**config.mk**
```make
export PLATFORM = sky130hd
export DESIGN_NAME = mac_out_buffer
export DESIGN_NICKNAME = d
export VERILOG_FILES = /design/src/rtl/mac_pkg.sv /design/src/rtl/sat_clamp.sv /design/src/rtl/mac_out_buffer.sv
export SDC_FILE = /design/constraint.sdc
export NUM_CORES = 1
export LEC_CHECK = 0
export ABC_CLOCK_PERIOD_IN_PS = 5380
export CORE_UTILIZATION = 40
export DETAILED_ROUTE_END_ITERATION = 10
export SLEW_MARGIN = 10
export SYNTH_ARGS = -nofsm -noshare
export SYNTH_HDL_FRONTEND = slang
export SYNTH_SLANG_ARGS = --single-unit
```
**constraint.sdc**
```tcl
create_clock -name clk -period 5.38 [get_ports clk]
set_input_delay 1.076 -clock clk [delete_from_list [all_inputs] [get_ports clk]]
set_output_delay 1.076 -clock clk [all_outputs]
set_load 0.05 [all_outputs]
```
**src/rtl/mac_pkg.sv**
```systemverilog
// Shared defaults and signed-range helpers for the MAC output path.
// The width-dependent limits are functions so each parametrised instance derives its own.
package mac_pkg;

    localparam int ACC_W_DEF = 16;
    localparam int OUT_W_DEF = 12;

    // Largest value representable in a w-bit signed word.
    function automatic int out_max(input int w);
        return (1 << (w - 1)) - 1;
    endfunction

    // Smallest value representable in a w-bit signed word.
    function automatic int out_min(input int w);
        return -(1 << (w - 1));
    endfunction

endpackage

```
**src/rtl/sat_clamp.sv**
```systemverilog
// Combinational narrowing of a signed word, either saturating or wrapping.
// 'clamped' reports that saturation altered the value.
module sat_clamp
    import mac_pkg::*;
#(
    parameter int IN_W   = ACC_W_DEF,
    parameter int OUT_W  = OUT_W_DEF,
    parameter int SAT_EN = 1
) (
    input  logic [IN_W-1:0]  x,
    output logic [OUT_W-1:0] y,
    output logic             clamped
);

    localparam logic [OUT_W-1:0] Y_MAX = OUT_W'(out_max(OUT_W));
    localparam logic [OUT_W-1:0] Y_MIN = OUT_W'(out_min(OUT_W));

    // The value fits when every bit from the output sign bit upward matches.
    logic [IN_W-OUT_W:0] upper;
    logic                overflow;

    assign upper    = x[IN_W-1:OUT_W-1];
    assign overflow = !((&upper) || !(|upper));

    always_comb begin
        // NOTE: every output of a combinational block gets a default first, so no path leaves it unassigned (no latch).
        clamped = (SAT_EN != 0) && overflow;
        y       = x[OUT_W-1:0];
        if (clamped) begin
            y = x[IN_W-1] ? Y_MIN : Y_MAX;
        end
    end

endmodule

```
**src/rtl/mac_out_buffer.sv**
```systemverilog
// Output buffer for the MAC: narrows accumulator results and queues them in a small FIFO
// presented over valid/ready; the sticky sat_flag records any clamped load.
module mac_out_buffer
    import mac_pkg::*;
#(
    parameter int ACC_W  = ACC_W_DEF,
    parameter int OUT_W  = OUT_W_DEF,
    parameter int DEPTH  = 4,
    parameter int SAT_EN = 1
) (
    input  logic                       clk,
    input  logic                       rst,
    input  logic                       flush,
    input  logic                       in_valid,
    output logic                       in_ready,
    input  logic [ACC_W-1:0]           tout_acc,
    output logic                       out_valid,
    input  logic                       out_ready,
    output logic [OUT_W-1:0]           sum_out,
    output logic [$clog2(DEPTH):0]     count,
    output logic                       sat_flag,
    input  logic                       sat_clr
);

    localparam int             PW   = $clog2(DEPTH);
    localparam int             CW   = PW + 1;
    localparam logic [CW-1:0]  FULL = CW'(DEPTH);

    logic [OUT_W-1:0] mem_q [DEPTH];

    logic [PW-1:0]    wr_ptr_q, wr_ptr_d;
    logic [PW-1:0]    rd_ptr_q, rd_ptr_d;
    logic [CW-1:0]    count_q,  count_d;
    logic             sat_flag_q, sat_flag_d;

    logic [OUT_W-1:0] conv_word;
    logic             conv_clamped;
    logic             push, pop, wr_en;

    sat_clamp #(
        .IN_W   (ACC_W),
        .OUT_W  (OUT_W),
        .SAT_EN (SAT_EN)
    ) u_sat_clamp (
        .x       (tout_acc),
        .y       (conv_word),
        .clamped (conv_clamped)
    );

    // Handshake status depends only on registered occupancy, never on out_ready.
    assign in_ready  = (count_q != FULL);
    assign out_valid = (count_q != '0);
    assign sum_out   = out_valid ? mem_q[rd_ptr_q] : '0;
    assign count     = count_q;
    assign sat_flag  = sat_flag_q;

    assign push  = in_valid & in_ready;
    assign pop   = out_valid & out_ready;
    assign wr_en = push & ~flush;

    always_comb begin
        wr_ptr_d   = wr_ptr_q;
        rd_ptr_d   = rd_ptr_q;
        count_d    = count_q;
        sat_flag_d = sat_flag_q;

        if (flush) begin
            wr_ptr_d = '0;
            rd_ptr_d = '0;
            count_d  = '0;
        end else begin
            if (push) begin
                wr_ptr_d = wr_ptr_q + 1'b1;
            end
            if (pop) begin
                rd_ptr_d = rd_ptr_q + 1'b1;
            end
            case ({push, pop})
                2'b10:   count_d = count_q + 1'b1;
                2'b01:   count_d = count_q - 1'b1;
                default: count_d = count_q;
            endcase
        end

        // A new clamp outranks a same-cycle clear; a push dropped by flush is never loaded.
        if (wr_en && conv_clamped) begin
            sat_flag_d = 1'b1;
        end else if (sat_clr) begin
            sat_flag_d = 1'b0;
        end
    end

    // NOTE: sequential state uses non-blocking assignments so all flops update from pre-edge values.
    always_ff @(posedge clk or posedge rst) begin
        if (rst) begin
            wr_ptr_q   <= '0;
            rd_ptr_q   <= '0;
            count_q    <= '0;
            sat_flag_q <= 1'b0;
        end else begin
            wr_ptr_q   <= wr_ptr_d;
            rd_ptr_q   <= rd_ptr_d;
            count_q    <= count_d;
            sat_flag_q <= sat_flag_d;
        end
    end

    // NOTE: storage has no reset; an entry is only read after a push has written it.
    always_ff @(posedge clk) begin
        if (wr_en) begin
            mem_q[wr_ptr_q] <= conv_word;
        end
    end

endmodule

```
==> run summary, run 1 <==
The run finished with clean final reports. In this design, the largest share of critical-path delay is due to flip-flops. In this run the standard cell core region covers about 6000 um2. The number of hold-slack violations in the final timing report came out at 0. The final HPWL from detailed placement is 3.22 mm. The synthesized netlist cell count is 161.

The depth of the most critical reg-to-reg path is 7. The die span in x is 81.2 um. The startpoint identified for the worst hold timing path is sat_flag$_DFFE_PP0P_. The critical path starts at rd_ptr_q[0]$_DFFE_PP0P_. The largest vdd supply drop came out at 0.000144 V.

The sequential element share of the synthesized area is between 60% and 70%. The min-delay analysis places its worst path in the category reg2reg. The number of resized instances in the post-cts repair step came out at 0. The power per cell area is between 300 and 400 nW/um2. The maximum achievable frequency came out at 268 MHz. For this block, the initial DRC count from the detailed router was 88. The slowest stage of the critical path belongs to the cell sky130_fd_sc_hd__dfrtp_1. Setup repair after global routing left no endpoint under its margin.

The critical path data required time came out at 4.30 ns. After filler insertion, the fill cell instance count of the layout stands at 523. The via count of the first global-routing pass came out at 1546. The number of distinct library cells after synthesis is 32. The startpoint identified for the worst register-to-register timing path is count[0]$_DFFE_PP0P_. TritonCTS built the clock tree. The die height is around 81 um. The clock transition at the registers of the reported paths came out at 0.09 ns.

The final routed wirelength across all metal layers came out at approximately 4.9 mm. The worst-case clock buffer depth came out at 2. CTS placed an instance of sky130_fd_sc_hd__clkbuf_8 at the clock tree root. Counting both buffers and inverters, the worst setup path holds a total of 1. The largest stage delay on the critical path is 0.89 ns. The total via count in the routed design is 1480. The initial antenna violation count is 0. The total setup violations reported at the end of the flow is 0. The leakage power of the design came out at 1.05 nW. Post-CTS timing repair inserted 0 buffers for setup. The critical path depth in cells came out at 3. The H-tree was split into 2 levels.

After the last flow step, the layout net total stands at between 200 and 250. The placer congestion estimate came out at 0.657. The number of max-slew violations in the final report was 0.

In the final layout, the share of cells above drive strength 1 is 12.1%. For this run, design rule violations remaining after detail routing come to 0. The most common cell after layout, fill and taps aside is sky130_fd_sc_hd__edfxtp_1. The detail route stage leaves a number of antenna-violating nets equal to 0.

The clock latency on the worst-skew pair came out at approximately 0.3 ns. The netlist area before placement came out at 2510 um2. The setup total negative slack came out at 0 ns. The pre-antenna-repair detailed-routing pass consisted of 4 iterations. The number of warnings reported in the yosys synthesis log came out at 0. The number of maximum-capacitance constraint violations is 0.

The number of core rows came out at 28. The hold buffer count at CTS came out at 0. The largest net degree at the start of global routing came out at 18.

The post-synthesis sequential element count came out at 56. By startpoint and endpoint, the worst setup path is classified as reg2out. The number of top-level pins is 40. The aggregate global routing overflow came out at 0. Input and output buffers added on the ports amount to 39. The detail-routed net length per standard cell came out at 17.8 um. The area enclosed by the die boundary came out at around 6600 um2. Along the worst hold path, the cell count comes to 2.

The wire length of the first global-routing pass is 7.78 mm. A synthesized cell averages 15.6 um2. The number of buffers created by CTS came out at 5.

The clock period minus final worst setup slack is ~3.7 ns. The worst setup path is captured at an output port. The final worst clock skew is about 0.0069 ns. The detail-routed via count per cell is between 5 and 6. The share of the cycle needed by the critical path after routing is 69.5%.

The number of sinks on the clock net came out at 56. At the worst endpoint, the arrival time is 2.66 ns. The starting density of the core is 41.9%. The number of nets handed over by synthesis was approximately 190. STA classifies the critical path startpoint as a flip-flop. Headroom to the max-slew limit came out at 32.7%.

The relative area change from synthesis to final layout came out at 20.9%. In the layout the commonest cells are 48 x sky130_fd_sc_hd__edfxtp_1, 39 x sky130_fd_sc_hd__clkdlybuf4s50_1, 16 x sky130_fd_sc_hd__and2_1. The count of inserted antenna diode cells is 0. The global-route usage over all layers is between 10% and 20%. Walking the worst path, the cells encountered are mux4_2, and2_1, clkdlybuf4s50_1. The final design utilization came out at 50.7%. The actual slew at the worst max-slew pin came out at 1.01 ns.

The maximum fanout along the worst path is 14.
[logic make-up after synthesis]
family | count (synthesis) | share of synthesized area, %
AOI/OAI and AO/OA | 25 | 6.88
xor gates and xnor gates | 4 | 1.40
adders and majority gates | 5 | 2.79
buffers and inverters | 16 | 3.14
DFF | 56 | 65.4
muxes | 13 | 11.2
and+or+nand+nor | 42 | 9.22
[flip-flops by register name, indices dropped and copies added, names as in the netlist]
name      count
count         3
wr_ptr_q      2
sat_flag      1
mem_q        48
rd_ptr_q      2
[final cells by class]
cell class | count | area (um2) | area share, %
Clock buffer | 6 | 82.6 | 2.72
Clock inverter | 2 | 15.0 | 0.494
Inverter | 6 | 22.5 | 0.742
Multi-Input combinational cell | 89 | 791 | 26.0
Sequential cell | 56 | 1640 | 54.1
Tap cell | 75 | 93.8 | 3.09
Timing Repair Buffer | 39 | 390 | 12.9
[worst reg2reg max path, delay by kind of cell (launching register included)]
| family | cells | cell delay [ns] |
|---|---|---|
| AO/OA/AOI/OAI | 3 | 0.53 |
| adder cells (fa/ha/maj) | 1 | 0.41 |
| flip-flops | 1 | 0.50 |
| AND/OR/NAND/NOR | 3 | 0.96 |
[metrics by stage]
stage | hold slack [ns] | setup WS (ns) | area, um2 | power (mW) | cells
CTS | 0.540 | 1.58 | 3040 | 1.17 | 273
finish | 0.542 | 1.64 | 3040 | 1.16 | 273
floorplan | 0.543 | 2.21 | 2510 | 0.819 | 161
global route | 0.589 | 1.45 | 3040 | 1.22 | 273
global placement | 0.509 | 1.92 | 2940 | 0.928 | 265
detailed placement | 0.520 | 1.92 | 2940 | 0.939 | 265
[final timing paths]
path                                   endpoint  slack (ns)
setup reg to reg           count[2]$_DFFE_PP0P_        2.94
setup / recovery                    sum_out[11]        1.64
hold / removal             sat_flag$_DFFE_PP0P_        0.54
min in group asynchronous  count[2]$_DFFE_PP0P_        1.04
hold reg to reg            sat_flag$_DFFE_PP0P_        0.54
max in group asynchronous  count[1]$_DFFE_PP0P_        4.06
[per-layer routing]
layer	vias to the layer above	track usage, %	wire (um)
met3	2	4.04	187
li1	673	-	-
met1	764	20.5	2080
met2	41	29.0	2560
met4	0	3.75	19
met5	-	0	0
[power by group]
group	total, mW	leakage (nW)	internal [mW]	switching (mW)
registers	0.535	0.538	0.500	0.0346
clock network	0.237	0.0434	0.104	0.133
logic	0.392	0.468	0.158	0.234
[Yosys cell counts]
cell	n	area share [%]
sky130_fd_sc_hd__nand2_2	1	0.25
sky130_fd_sc_hd__nand3_1	4	0.80
sky130_fd_sc_hd__or2_2	1	0.25
sky130_fd_sc_hd__clkbuf_1	5	0.75
sky130_fd_sc_hd__nand2b_1	1	0.25
sky130_fd_sc_hd__or3b_4	1	0.45
sky130_fd_sc_hd__xor2_1	2	0.70
sky130_fd_sc_hd__nor3_1	1	0.20
sky130_fd_sc_hd__or3_1	2	0.50
sky130_fd_sc_hd__nand2_1	4	0.60
sky130_fd_sc_hd__o32ai_1	1	0.35
sky130_fd_sc_hd__edfxtp_1	48	57
sky130_fd_sc_hd__nand4_1	2	0.50
sky130_fd_sc_hd__o21ai_0	3	0.60
sky130_fd_sc_hd__nor2_1	8	1.2
sky130_fd_sc_hd__a31oi_1	2	0.50
sky130_fd_sc_hd__a21boi_0	1	0.30
sky130_fd_sc_hd__fa_1	1	0.80
sky130_fd_sc_hd__a21oi_1	5	1.0
sky130_fd_sc_hd__nor4_1	1	0.25
sky130_fd_sc_hd__a21o_1	11	3.3
sky130_fd_sc_hd__mux4_2	12	11
sky130_fd_sc_hd__inv_1	6	0.90
sky130_fd_sc_hd__buf_2	3	0.60
sky130_fd_sc_hd__o221a_2	1	0.45
sky130_fd_sc_hd__mux2_1	1	0.45
sky130_fd_sc_hd__ha_1	4	2.0
sky130_fd_sc_hd__dfrtp_1	8	8.0
sky130_fd_sc_hd__o311a_1	1	0.40
sky130_fd_sc_hd__and2_1	16	4.0
sky130_fd_sc_hd__xnor2_1	2	0.70
sky130_fd_sc_hd__buf_6	2	0.90
(Power assumes the default switching activity.)
==> inputs of run 2 (changes only) <==
--- a/config.mk
+++ b/config.mk
@@ -5,7 +5,7 @@
 export SDC_FILE = /design/constraint.sdc
 export NUM_CORES = 1
 export LEC_CHECK = 0
-export ABC_CLOCK_PERIOD_IN_PS = 5380
+export ABC_CLOCK_PERIOD_IN_PS = 3700
 export CORE_UTILIZATION = 40
 export DETAILED_ROUTE_END_ITERATION = 10
 export SLEW_MARGIN = 10
==> constraint.sdc (replaced) <==
create_clock -name clk -period 3.7 [get_ports clk]
set_input_delay 0.74 -clock clk [delete_from_list [all_inputs] [get_ports clk]]
set_output_delay 0.74 -clock clk [all_outputs]
set_load 0.05 [all_outputs]
==> run 2 against run 1 <==
Sequential cell count unchanged. Highest routed layer unchanged. First-iteration DRC count decreased by 31%. Worst setup slack got worse by 1.2 ns. Global-route usage decreased by 0.60 points. Worst hold slack got worse by 0.0092 ns. Clock power increased by 40%.
==> run summary, run 2 (synthesis gave the netlist of run 1 again) <==
The number of nets in the layout came out at 227 (+1.3%). The DRC violations left is 0 (unchanged). The worst-case clock buffer depth came out at 2 (unchanged). The number of post-CTS setup repair buffers is 0 (unchanged). Leaving out fill and tap cells, the most frequent cell in the layout is sky130_fd_sc_hd__edfxtp_1.

The tightest min-delay check is of the reg2reg type. The clock network fraction of design power was 19.7% (-0.7 points). The critical path is of the reg2out type. The number of max-slew violations in the final report is 0 (unchanged). The sequential cell fraction of total power came out at 45.5% (-0.4 points). The count of non-filler cells in the finished layout is 276 (+1.1%).

The number of input and output port buffers inserted is 39 (unchanged). In the layout the commonest cells are 48 x sky130_fd_sc_hd__edfxtp_1, 39 x sky130_fd_sc_hd__clkdlybuf4s50_1, 16 x sky130_fd_sc_hd__and2_1. The maximum fanout along the worst path is 8 (-6). The run finished with clean final reports. The maximum achievable frequency is between 300 and 400 MHz. The hold buffer count at CTS came out at 0 (unchanged). The wire length of the first global-routing pass is 7.46 mm (-4.1%). The tree is rooted in a sky130_fd_sc_hd__clkbuf_8. The final worst clock skew came out at 0.00532 ns (-0.00160 ns). The initial antenna violation count is 0 (unchanged). The placer congestion estimate was 0.732 (+11%). The number of H-tree branching levels came out at 2 (unchanged). The number of filler cells placed in the layout was 509 (-2.7%). The arrival time at the worst endpoint is 2.47 ns (-0.19 ns). The number of flip-flops under the largest register name is 48 (unchanged). The share of layout cells above drive strength 1 came out at 12.9% (+0.81 points). The share of the cycle needed by the critical path after routing came out at 86.7%.

The clock transition at the registers of the reported paths came out at 0.10 ns (about the same). The post-route antenna net violation count is 0 (unchanged). The clock period minus final worst setup slack came out at 3.21 ns. The global-route usage over all layers came out at 15.9% (-0.60 points). The detail-routed net length per standard cell is 16.7 um (-6.1%). The combinational fraction of design power came out at 34.8% (+1.1 points). The largest net degree at the start of global routing is 18 (unchanged). The length of the first detailed-routing pass in iterations came to 4 (unchanged). The number of core rows is 28 (unchanged). The total via count in the routed design is 1466 (-0.95%). The count of inserted antenna diode cells came out at 0 (unchanged).

The via count of the first global-routing pass is 1500 (-3.0%). The hold path startpoint is sat_flag$_DFFE_PP0P_. The register-to-register setup slack came out at 1.30 ns (-1.64 ns). The total setup violations reported at the end of the flow is 0 (unchanged).

The number of hold-slack violations in the final timing report is 0 (unchanged). Setup repair after global routing left no endpoint under its margin. The core outline area came out at 5990 um2 (unchanged). The final HPWL from detailed placement is 3.12 mm (-2.9%). The worst setup path is captured at an output port. The actual slew at the worst max-slew pin came out at 0.668 ns (-0.338 ns).

In this run the critical register-to-register path is captured at count[1]$_DFFE_PP0P_. The post-placement cell count is 268 (+1.1%). The number of maximum-capacitance constraint violations came out at 0 (unchanged).

The leakage power of the design came to 1.07 nW (+2.0%). The starting density of the core came to 41.9% (unchanged). The power per cell area was 551 nW/um2 (+44%). The die height is 81.2 um (unchanged). The critical path data required time came out at 2.96 ns (-1.34 ns). The number of design-rule violations left by the first detailed-router iteration was 61 (-31%).

The number of buffers created by CTS is 5 (unchanged). The setup total negative slack is 0 ns (unchanged). The internal power contribution is 1.10 mW (+44%).

The fraction of power spent switching nets was 34.7% (+0.17 points). The detail-routed via count per cell is 5.31 (-2.0%). The number of sinks on the clock net is 56 (unchanged). From synthesis to final layout, the design area changed by 21.9%. The placement-stage worst setup slack is 0.813 ns (-1.11 ns). The aggregate global routing overflow was 0 (unchanged). The final design utilization is 51.1% (+0.40 points). The cell depth of the worst min-delay path came out at 2 (unchanged). The worst max-slew margin expressed relative to the limit is 55.4% (+23 points). The area enclosed by the die boundary came out at 6600 um2 (unchanged). The die span in x was 81.2 um (unchanged).

The source of the worst register-to-register timing path is count[0]$_DFFE_PP0P_. TritonCTS built the clock tree. The final worst slack is 0.493 ns (-1.15 ns). Counting flops per register, the top entry is mem_q. The number of resized instances in the post-cts repair step came out at 0 (unchanged). STA classifies the critical path startpoint as a flip-flop. The depth of the most critical reg-to-reg path came out at 7 (unchanged). The switching component of the power is 0.584 mW (+46%). The largest vdd supply drop came out at 0.000297 V (+110%).

The final routed wirelength across all metal layers is 4.61 mm (-5.1%). The number of top-level pins is 40 (unchanged). The clock latency on the worst-skew pair is 0.30 ns (about the same). The destination of the worst hold path is sat_flag$_DFFE_PP0P_.
-- run 2: critical path, stage by stage (launching register included) --
cell	delay, ns
sky130_fd_sc_hd__dfrtp_1	0.61
sky130_fd_sc_hd__buf_12	0.20
sky130_fd_sc_hd__mux4_2	0.49
sky130_fd_sc_hd__and2_1	0.17
sky130_fd_sc_hd__clkdlybuf4s50_1	0.70
-- run 2: routing by layer --
metal,vias up,part of all wire (%),global-route usage [%]
li1,685,-,-
met1,722,43,19.7
met2,51,51,27.3
met3,8,4.5,3.71
met4,0,1.7,5.36
met5,-,0,0
-- run 2: layout make-up --
class	instances	area, um2	share of cell area, %
Clock buffer	5	68.8	2.25
Clock inverter	3	17.5	0.572
Inverter	6	22.5	0.736
Multi-Input combinational cell	89	791	25.8
Sequential cell	56	1640	53.6
Tap cell	75	93.8	3.07
Timing Repair Buffer	42	425	13.9
-- run 2: how the worst max path moves through the flow --
| stage | startpoint | endpoint | slack, ns | depth (start not counted) |
|---|---|---|---|---|
| final | rd_ptr_q[0]$_DFFE_PP0P_ | sum_out[4] | 0.49 | 4 |
| after global routing | rd_ptr_q[0]$_DFFE_PP0P_ | sum_out[4] | 0.36 | 4 |
| after CTS | rd_ptr_q[0]$_DFFE_PP0P_ | sum_out[5] | 0.46 | 4 |
| after detailed placement | rd_ptr_q[0]$_DFFE_PP0P_ | sum_out[5] | 0.81 | 4 |
| after global placement | rd_ptr_q[0]$_DFFE_PP0P_ | sum_out[8] | 0.81 | 4 |
| after floorplan | count[0]$_DFFE_PP0P_ | sum_out[10] | 0.86 | 3 |
-- run 2: stage by stage --
step / cell area [um2] / hold slack, ns / total power, mW
6_report: 3060 / 0.533 / 1.69
5_1_grt: 3060 / 0.577 / 1.77
4_1_cts: 3060 / 0.543 / 1.70
3_5_place_dp: 2970 / 0.516 / 1.37
3_3_place_gp: 2970 / 0.509 / 1.36
2_1_floorplan: 2510 / 0.543 / 1.19
-- run 2: power groups by stage --
stage | Combinational, mW | Sequential (mW) | Clock, mW
after floorplan | 0.402 | 0.789 | 0
after global placement | 0.584 | 0.778 | 0
after detailed placement | 0.593 | 0.782 | 0
after CTS | 0.595 | 0.768 | 0.338
after global routing | 0.630 | 0.773 | 0.364
final | 0.587 | 0.767 | 0.332
==> inputs of run 3 (changes only) <==
--- a/config.mk
+++ b/config.mk
@@ -5,7 +5,7 @@
 export SDC_FILE = /design/constraint.sdc
 export NUM_CORES = 1
 export LEC_CHECK = 0
-export ABC_CLOCK_PERIOD_IN_PS = 3700
+export ABC_CLOCK_PERIOD_IN_PS = 3600
 export CORE_UTILIZATION = 40
 export DETAILED_ROUTE_END_ITERATION = 10
 export SLEW_MARGIN = 10
==> constraint.sdc (replaced) <==
create_clock -name clk -period 3.6 [get_ports clk]
set_input_delay 0.72 -clock clk [delete_from_list [all_inputs] [get_ports clk]]
set_output_delay 0.72 -clock clk [all_outputs]
set_load 0.05 [all_outputs]
==> results of run 3 <==
Same layout as run 2 (identical final DEF). Status: complete, no violations.
Among the figures that moved: setup slack after placement 0.813 ns -> 0.733 ns; setup slack after layout 0.493 ns -> 0.413 ns; register-to-register setup slack 1.30 ns -> 1.20 ns; total power 1.69 mW -> 1.73 mW; worst IR drop on VDD 0.000297 V -> 0.000306 V
